==> src/rtl/clock_pkg.sv <==
// ----------------------------------------------------------------------------
// clock_pkg
// Shared definitions for the HH:MM:SS clock: the time-setting controller state
// encoding, the field range limits (also used by the clock counter) and the
// edit-field codes presented to the display.
// ----------------------------------------------------------------------------
package clock_pkg;

  typedef enum logic [1:0] {
    RUN      = 2'd0,
    SET_HOUR = 2'd1,
    SET_MIN  = 2'd2,
    COMMIT   = 2'd3
  } state_t;

  localparam int HOURS_MAX   = 23;
  localparam int MINUTES_MAX = 59;

  localparam logic [1:0] FIELD_NONE    = 2'd0;
  localparam logic [1:0] FIELD_HOURS   = 2'd1;
  localparam logic [1:0] FIELD_MINUTES = 2'd2;

endpackage

==> src/rtl/clock_set_ctrl_if.sv <==
// ----------------------------------------------------------------------------
// clock_set_ctrl_if
// Bundles the controller's inputs (second tick, debounced buttons, live time)
// and its outputs toward the clock counter and display.
//   master : the environment side (debouncers, counter, display)
//   slave  : the time-setting controller
// ----------------------------------------------------------------------------
interface clock_set_ctrl_if;

  logic       tick_1hz;
  logic       mode_btn;
  logic       inc_btn;
  logic       dec_btn;
  logic [4:0] cur_hours;
  logic [5:0] cur_minutes;

  logic       run_en;
  logic       load_en;
  logic [4:0] load_hours;
  logic [5:0] load_minutes;
  logic [5:0] load_seconds;
  logic [1:0] edit_field;
  logic       blink;

  modport master (
    output tick_1hz, mode_btn, inc_btn, dec_btn, cur_hours, cur_minutes,
    input  run_en, load_en, load_hours, load_minutes, load_seconds,
           edit_field, blink
  );

  modport slave (
    input  tick_1hz, mode_btn, inc_btn, dec_btn, cur_hours, cur_minutes,
    output run_en, load_en, load_hours, load_minutes, load_seconds,
           edit_field, blink
  );

endinterface

==> src/rtl/clock_set_ctrl_mod_updown.sv <==
// ----------------------------------------------------------------------------
// mod_updown
// Wrap-around up/down value register holding 0..MAX.
//   Clk, reset_n : clock, asynchronous active-low reset (value -> 0)
//   load         : capture load_val (out-of-range values capture as 0)
//   inc / dec    : step up / down with wrap; load has priority, then inc
//   value        : current value
// ----------------------------------------------------------------------------
module mod_updown #(
  parameter int MAX   = 23,
  parameter int WIDTH = 5
) (
  input  logic             Clk,
  input  logic             reset_n,
  input  logic             load,
  input  logic [WIDTH-1:0] load_val,
  input  logic             inc,
  input  logic             dec,
  output logic [WIDTH-1:0] value
);

  localparam logic [WIDTH-1:0] MAX_V = WIDTH'(MAX);

  always_ff @(posedge Clk or negedge reset_n) begin
    if (!reset_n) begin
      value <= '0;
    end else if (load) begin
      value <= (load_val > MAX_V) ? '0 : load_val;
    end else if (inc) begin
      value <= (value == MAX_V) ? '0 : value + WIDTH'(1);
    end else if (dec) begin
      value <= (value == '0) ? MAX_V : value - WIDTH'(1);
    end
  end

endmodule

==> src/rtl/clock_set_ctrl.sv <==
// ----------------------------------------------------------------------------
// clock_set_ctrl
// Time-setting controller for the 24-hour clock counter. A mode press freezes
// the counter and walks through hours, minutes and a one-cycle commit that
// parallel-loads the edited time (seconds = 0). An edit left idle for
// TIMEOUT_S seconds is abandoned and the counter resumes.
//   Clk     : system clock
//   reset_n : asynchronous active-low reset
//   bus     : slave view of clock_set_ctrl_if (tick, buttons, live time in;
//             run_en, load strobe/values, edit_field, blink out)
// ----------------------------------------------------------------------------
module clock_set_ctrl
  import clock_pkg::*;
#(
  parameter int TIMEOUT_S = 10
) (
  input  logic             Clk,
  input  logic             reset_n,
  clock_set_ctrl_if.slave  bus
);

  localparam logic [5:0] TIMEOUT_V = 6'(TIMEOUT_S);

  state_t     state;
  logic [5:0] idle_cnt;
  logic [4:0] edit_h;
  logic [5:0] edit_m;

  logic       run_en_q;
  logic       load_en_q;
  logic [4:0] load_hours_q;
  logic [5:0] load_minutes_q;
  logic [1:0] edit_field_q;
  logic       blink_q;

  logic capture;
  logic up_only;
  logic down_only;
  logic step_btn;
  logic timeout_hit;

  // Mode outranks inc/dec; inc and dec together cancel out.
  assign capture     = (state == RUN) && bus.mode_btn;
  assign up_only     = !bus.mode_btn && bus.inc_btn && !bus.dec_btn;
  assign down_only   = !bus.mode_btn && bus.dec_btn && !bus.inc_btn;
  assign step_btn    = bus.inc_btn || bus.dec_btn;
  assign timeout_hit = bus.tick_1hz && (idle_cnt + 6'd1 == TIMEOUT_V);

  mod_updown #(.MAX(HOURS_MAX), .WIDTH(5)) u_hours (
    .Clk      (Clk),
    .reset_n  (reset_n),
    .load     (capture),
    .load_val (bus.cur_hours),
    .inc      ((state == SET_HOUR) && up_only),
    .dec      ((state == SET_HOUR) && down_only),
    .value    (edit_h)
  );

  mod_updown #(.MAX(MINUTES_MAX), .WIDTH(6)) u_minutes (
    .Clk      (Clk),
    .reset_n  (reset_n),
    .load     (capture),
    .load_val (bus.cur_minutes),
    .inc      ((state == SET_MIN) && up_only),
    .dec      ((state == SET_MIN) && down_only),
    .value    (edit_m)
  );

  // Sequencer with registered outputs. Buttons reset the idle timer; a button
  // in the same cycle as a tick wins, so the tick neither counts nor blinks.
  always_ff @(posedge Clk or negedge reset_n) begin
    if (!reset_n) begin
      state          <= RUN;
      idle_cnt       <= '0;
      run_en_q       <= 1'b1;
      load_en_q      <= 1'b0;
      load_hours_q   <= '0;
      load_minutes_q <= '0;
      edit_field_q   <= FIELD_NONE;
      blink_q        <= 1'b0;
    end else begin
      load_en_q <= 1'b0;
      case (state)
        RUN: begin
          if (bus.mode_btn) begin
            state        <= SET_HOUR;
            idle_cnt     <= '0;
            run_en_q     <= 1'b0;
            edit_field_q <= FIELD_HOURS;
            blink_q      <= 1'b1;
          end
        end
        SET_HOUR, SET_MIN: begin
          if (bus.mode_btn) begin
            idle_cnt <= '0;
            if (state == SET_HOUR) begin
              state        <= SET_MIN;
              edit_field_q <= FIELD_MINUTES;
              blink_q      <= 1'b1;
            end else begin
              state          <= COMMIT;
              load_en_q      <= 1'b1;
              load_hours_q   <= edit_h;
              load_minutes_q <= edit_m;
              edit_field_q   <= FIELD_NONE;
              blink_q        <= 1'b0;
            end
          end else if (step_btn) begin
            idle_cnt <= '0;
            blink_q  <= 1'b1;
          end else if (timeout_hit) begin
            state        <= RUN;
            idle_cnt     <= '0;
            run_en_q     <= 1'b1;
            edit_field_q <= FIELD_NONE;
            blink_q      <= 1'b0;
          end else if (bus.tick_1hz) begin
            idle_cnt <= idle_cnt + 6'd1;
            blink_q  <= ~blink_q;
          end
        end
        COMMIT: begin
          state    <= RUN;
          run_en_q <= 1'b1;
        end
        default: begin
          state    <= RUN;
          run_en_q <= 1'b1;
        end
      endcase
    end
  end

  assign bus.run_en       = run_en_q;
  assign bus.load_en      = load_en_q;
  assign bus.load_hours   = load_hours_q;
  assign bus.load_minutes = load_minutes_q;
  assign bus.load_seconds = 6'd0;
  assign bus.edit_field   = edit_field_q;
  assign bus.blink        = blink_q;

endmodule

==> src/flat_wrapper.sv <==
// flat-port wrapper written by rule: the top's interface ports become plain ports
module clock_set_ctrl_flat import clock_pkg::*;
#(
  parameter int TIMEOUT_S = 10
)
  (Clk, reset_n, bus_tick_1hz, bus_mode_btn, bus_inc_btn, bus_dec_btn, bus_cur_hours, bus_cur_minutes, bus_run_en, bus_load_en, bus_load_hours, bus_load_minutes, bus_load_seconds, bus_edit_field, bus_blink);
  clock_set_ctrl_if bus_i ();
  input  logic Clk;
  input  logic reset_n;
  input wire logic [$bits(bus_i.tick_1hz)-1:0] bus_tick_1hz;
  input wire logic [$bits(bus_i.mode_btn)-1:0] bus_mode_btn;
  input wire logic [$bits(bus_i.inc_btn)-1:0] bus_inc_btn;
  input wire logic [$bits(bus_i.dec_btn)-1:0] bus_dec_btn;
  input wire logic [$bits(bus_i.cur_hours)-1:0] bus_cur_hours;
  input wire logic [$bits(bus_i.cur_minutes)-1:0] bus_cur_minutes;
  output wire logic [$bits(bus_i.run_en)-1:0] bus_run_en;
  output wire logic [$bits(bus_i.load_en)-1:0] bus_load_en;
  output wire logic [$bits(bus_i.load_hours)-1:0] bus_load_hours;
  output wire logic [$bits(bus_i.load_minutes)-1:0] bus_load_minutes;
  output wire logic [$bits(bus_i.load_seconds)-1:0] bus_load_seconds;
  output wire logic [$bits(bus_i.edit_field)-1:0] bus_edit_field;
  output wire logic [$bits(bus_i.blink)-1:0] bus_blink;
  assign bus_i.tick_1hz = bus_tick_1hz;
  assign bus_i.mode_btn = bus_mode_btn;
  assign bus_i.inc_btn = bus_inc_btn;
  assign bus_i.dec_btn = bus_dec_btn;
  assign bus_i.cur_hours = bus_cur_hours;
  assign bus_i.cur_minutes = bus_cur_minutes;
  assign bus_run_en = bus_i.run_en;
  assign bus_load_en = bus_i.load_en;
  assign bus_load_hours = bus_i.load_hours;
  assign bus_load_minutes = bus_i.load_minutes;
  assign bus_load_seconds = bus_i.load_seconds;
  assign bus_edit_field = bus_i.edit_field;
  assign bus_blink = bus_i.blink;
  clock_set_ctrl #(.TIMEOUT_S(TIMEOUT_S)) u_core (.Clk(Clk), .reset_n(reset_n), .bus(bus_i));
endmodule
==> config.mk <==
export PLATFORM = sky130hd
export DESIGN_NAME = clock_set_ctrl_flat
export DESIGN_NICKNAME = d
export VERILOG_FILES = /design/src/rtl/clock_pkg.sv /design/src/rtl/clock_set_ctrl_if.sv /design/src/rtl/clock_set_ctrl_mod_updown.sv /design/src/rtl/clock_set_ctrl.sv /design/src/flat_wrapper.sv
export SDC_FILE = /design/constraint.sdc
export NUM_CORES = 1
export LEC_CHECK = 0
export CORE_MARGIN = 2
export CORE_UTILIZATION = 25
export DETAILED_ROUTE_END_ITERATION = 10
export GPL_ROUTABILITY_DRIVEN = 0
export HOLD_SLACK_MARGIN = 0.1
export PLACE_DENSITY = 0.5
export SLEW_MARGIN = 20
export SYNTH_ARGS = -nofsm -noshare
export SYNTH_HDL_FRONTEND = slang
export SYNTH_SLANG_ARGS = --single-unit
==> constraint.sdc <==
create_clock -name Clk -period 5.1 [get_ports Clk]
set_input_delay 0.765 -clock Clk [delete_from_list [all_inputs] [get_ports Clk]]
set_output_delay 0.765 -clock Clk [all_outputs]
set_load 0.005 [all_outputs]
### Word-level counts from Yosys, hierarchy flattened

Cells that the tools add are included.
W data, S select, Z words.

* add/sub/neg operators: 5
* order comparisons: 2
* equality and inequality tests: 13
* muxes and demuxes: 42
* bitwise gates (word level): 2
* reductions and logical operators: 26

Operator list (number)
* $mux W6: 11
* $mux W5: 6
* $mux W1: 14
* $add A6 B1 Y6 const B: 2
* $mux W2: 6
* $pmux W6 S2: 1
* $logic_and A1 B1 Y1: 10
* $reduce_and A3 Y1: 3
* $reduce_and A4 Y1: 2
* $eq A6 B4 Y1 const B: 1
* $eq A6 B6 Y1 const B: 1
* $gt A6 B6 Y1 const B: 1
* $logic_not A6 Y1: 1
* $ne A2 B2 Y1 const B: 3
* $pmux W2 S3: 1
* $reduce_bool A3 Y1: 2
* $sub A6 B1 Y6 const B: 1
* $add A5 B1 Y5 const B: 1
* $eq A5 B5 Y1 const B: 1
* $gt A5 B5 Y1 const B: 1
* $logic_not A5 Y1: 1
* $ne A5 B3 Y1 const B: 1
* $sub A5 B1 Y5 const B: 1
* $eq A2 B2 Y1 const B: 2
* 13 further kinds: 16

* flip-flop bits (word level): 35
* bits of input ports: 17
* output and inout bits: 22
* logic and storage cells: 100

### Longest topological paths before layout

* word-level depth: 7
* depth in mapped cells: 9
* mapped depth without buffers: 7

### Modules after synthesis

From an unflattened synthesis, not the netlist that was laid out.

* cells, all modules: 285
* area, all modules: 2442.3 µm²

By module, submodules not included
* clock_set_ctrl: times used 1, cells each 150, area each 1335.0 µm², sequential area each 601.8 µm²
* mod_updown at u_core.u_minutes: times used 1, cells each 83, area each 664.4 µm², sequential area each 150.1 µm²
* mod_updown at u_core.u_hours: times used 1, cells each 52, area each 442.9 µm², sequential area each 125.1 µm²

### Worst setup path before layout

OpenSTA, ideal clock, no wires.

* path type: in2reg
* start: input port bus_dec_btn
* end: register u_core.idle_cnt[5]
* arrival: 1880 ps
* required time: 4979 ps
* slack: 3099 ps
* stages on the path: 5
* path buffers: 1
* path through: or2_1 clkbuf_1 o311ai_2 o21ai_1 a22o_1

* longest elaborated chain between the ends: 4

Ends and longest elaborated chain
* from (decl): line flat_wrapper.sv:13 `input wire logic [$bits(bus_i.dec_btn)-1:0] bus_dec_btn;`
* $logic_or A1 B1 Y1 (*): line clock_set_ctrl.sv:46 `assign step_btn = bus.inc_btn || bus.dec_btn;`
* $mux W6: line clock_set_ctrl.sv:108 `end else if (step_btn) begin`
* $mux W6: line clock_set_ctrl.sv:94 `if (bus.mode_btn) begin`
* $pmux W6 S2: line clock_set_ctrl.sv:83 `case (state)`
* to (signal assigned): line clock_set_ctrl.sv:118 `idle_cnt <= idle_cnt + 6'd1;`
* to (decl): line clock_set_ctrl.sv:25 `logic [5:0] idle_cnt;`

Every way passes the cells marked *; elsewhere a longest branch is shown, timed or not.
A chain may end at the register's enable or synchronous reset.

### Final worst setup path

* start: input port bus_mode_btn
* end: register u_core.load_minutes_q[4] (netlist: u_core.bus.load_minutes[4])

* longest elaborated chain between the ends: 1

Ends and longest elaborated chain
* from (decl): line flat_wrapper.sv:11 `input wire logic [$bits(bus_i.mode_btn)-1:0] bus_mode_btn;`
* $reduce_and A3 Y1 (no source line)
* to (signal assigned): line clock_set_ctrl.sv:104 `load_minutes_q <= edit_m;`
* to (decl): line clock_set_ctrl.sv:32 `logic [5:0] load_minutes_q;`

No other way between the ends.

==> results.md <==
- Max VDD drop: 0.000213 V
- Clock Latency Late Sink: 0.28 ns
- Synth Area per Inst: 8.37 um^2
- Worst min path class: reg2reg
- Cells after synthesis: 289
- Distinct cells, synth: 62
- Inserted Diodes: 0
- Vias/cell: 4.91
- Worst-path maximum fanout: 19
- Core Util, Final: 0.311
- Die ar.: 0.0105 mm^2
- Input/output buffers: 32
- Starting Density: 0.259
- EDFF count, synth: 0
- Area Growth Syn to Fin: 19.7%
- Total gr overflow: 0
- Setup ws final: 2.41 ns
- DIE HEIGHT: 102 um
- FILL cells: 1,000
- Gr usage total: 0.123
- Power Total: 1.57 mW
- Power per cell area: 541 mW/mm^2
- CTS sink cnt: 35
- Cell taking the most area after synthesis: dfrtp_1
- Arr. time, crit path: 2.86 ns
- Post-synth top area share: 0.352
- Share of cells above drive strength 1: 0.0701
- Crit Path Category: in2reg
- # IOs: 39
- RSZ-0062 raised after global routing: no
- Ranking of synthesized cells by area: dfrtp_1, ha_1, nand2_1
- Max_cap viols: 0
- Critical Path Source Type: input pin
- First-pass GRT wire length: 10.4 mm
- Fin Clk Skew: 0.00479 ns
- Post-Syn Area: 0.00242 mm^2
- DR pass1 iterations: 4
- Clock transition at path regs: 0.07 ns
- Fmax: 372 MHz
- CTS tree: done
- Pins over their slew limit: 0
- Fin crit share: 0.528
- Sequential Area: 877 um^2
- CTS root buffer: clkbuf_8
- Minimum clock period after layout: 2.69 ns
- Layout Cells excl Fill: 443
- Post-DRT Antenna Nets: 0
- Ys async rst share: 1.00
- DRT iter0 DRCs: 134
- Wire per inst: 13.7 um
- Post-DP HPWL: 4.39 mm
- Final hold vios: 0
- Slew @ Worst Pin: 0.844 ns
- Placed Cells: 435
- Synth Warn #: 0
- H-tree depth: 2
- Die width: 102 um
- Fin area: 0.00290 mm^2
- Initial antenna violation count: 0
- Vias in the first global route: 2,137
- Postcts setup bufs: 0
- Multi-input logic area: 0.00139 mm^2
- Hold-fix buffers at CTS: 0
- Crit end category: register
- Setup-failing EPs final: 0
- Pin count of the biggest net entering global routing: 36
- Setup WS pre-CTS: 2.07 ns
- Smallest hold slack: 0.488 ns
- Seq/Total Area, Yosys: 0.362
- Top FF cell, synth: dfrtp_1
- Row Count: 35
- Routed WL: 6.05 mm
- Fin nets: 342
- Resize count post-CTS: 0
- Critical Path RT: 5.27 ns
- Setup tns final: 0 ns
- Clock Path Buffers: 2
- Area post-placement: 0.00282 mm^2
- Area of the core: 0.00933 mm^2
- CTS Buf Count: 5
- Routed vias: 2,176
- Pleak: 1.16 nW
- # DRC: 0
- Max transition margin: 0.436
- Seq cells post-synth: 35
- Status: complete, no violations
[worst paths after layout]
path	slack, ns	from	end	depth (start not counted)
setup reg to reg	2.84	u_core.state[1]	u_core.bus.load_minutes[4]	4
hold / removal	0.49	u_core.bus.load_minutes[1]	u_core.bus.load_minutes[1]	2
max in group asynchronous	4.01	reset_n	u_core.u_hours.value[0]	1
min in group asynchronous	0.57	reset_n	u_core.bus.load_minutes[4]	1
setup / recovery	2.41	bus_mode_btn	u_core.bus.load_minutes[4]	3
hold reg to reg	0.49	u_core.bus.load_minutes[1]	u_core.bus.load_minutes[1]	2
[state kept, by name (all words and copies together) (netlist names)]
name / count
u_core.state: 2
u_core.idle_cnt: 6
u_core.bus.load_en: 1
u_core.bus.load_minutes: 6
u_core.bus.edit_field: 2
u_core.bus.load_hours: 5
u_core.bus.blink: 1
u_core.bus.run_en: 1
u_core.u_hours.value: 5
u_core.u_minutes.value: 6
[routing by layer]
layer  global-route usage  vias to the layer above  share of wire
met3               0.0226                        4          0.061
li1                     -                     1087              -
met1                0.175                     1021           0.49
met2                0.193                       64           0.45
met5                    0                        -              0
met4               0.0267                        0         0.0056
[area by class of cell]
| type | count | share of cell area |
|---|---|---|
| multi-input combinational | 221 | 0.480 |
| clock buffer | 7 | 0.0263 |
| inverter | 17 | 0.0220 |
| sequential | 35 | 0.303 |
| clock inverter | 1 | 0.00173 |
| timing repair buffer | 33 | 0.111 |
| tap | 129 | 0.0557 |
[logic make-up (layout without fill, tap and decap cells)]
family          count (synthesis)  in the layout  share of synthesized area
flops                          35             35                      0.362
compound gates                 86             86                      0.235
buf+inv                        38             58                     0.0708
simple gates                  109            109                      0.233
other cells                     1              6                    0.00155
fa+ha+maj                      12             12                     0.0620
mux                             6              6                     0.0279
xor+xnor                        2              2                    0.00724
[cells in the final DEF, fill, tap and decap left out, types with 5 or more instances in the layout]
master and count:
nand2_1 33, a21oi_1 16, o21ai_0 11, nor2_1 21, o21ai_1 13, a31oi_1 10
mux2_2 6, nand3_1 16, clkdlybuf4s50_1 31, dfrtp_1 34, clkbuf_8 5, inv_1 16
conb_1 6, ha_1 12, nor3_1 6
[report_power, final]
part / internal [mW] / switching, mW
Sequential: 0.397 / 0.140
Combinational: 0.399 / 0.434
Clock: 0.0959 / 0.101
[synth_stat cells (all sizes together), types with 3 or more instances]
cell type and n:
dfrtp 34, nand2 33, o21ai 24, nor2 21, inv 17, a21oi 16, nand3 16, clkbuf 12
ha 12, a31oi 10, buf 9, nor3 7, mux2 6, and2 4, nand4b 4, nor2b 4
o22ai 4, a311oi 3
[worst max-delay path, cell delays in order]
cell             delay [ns]
clkdlybuf4s50_1        0.82
nand3_1                0.75
mux2_2                 0.52
Note: power is estimated with default switching activity, not from simulation.
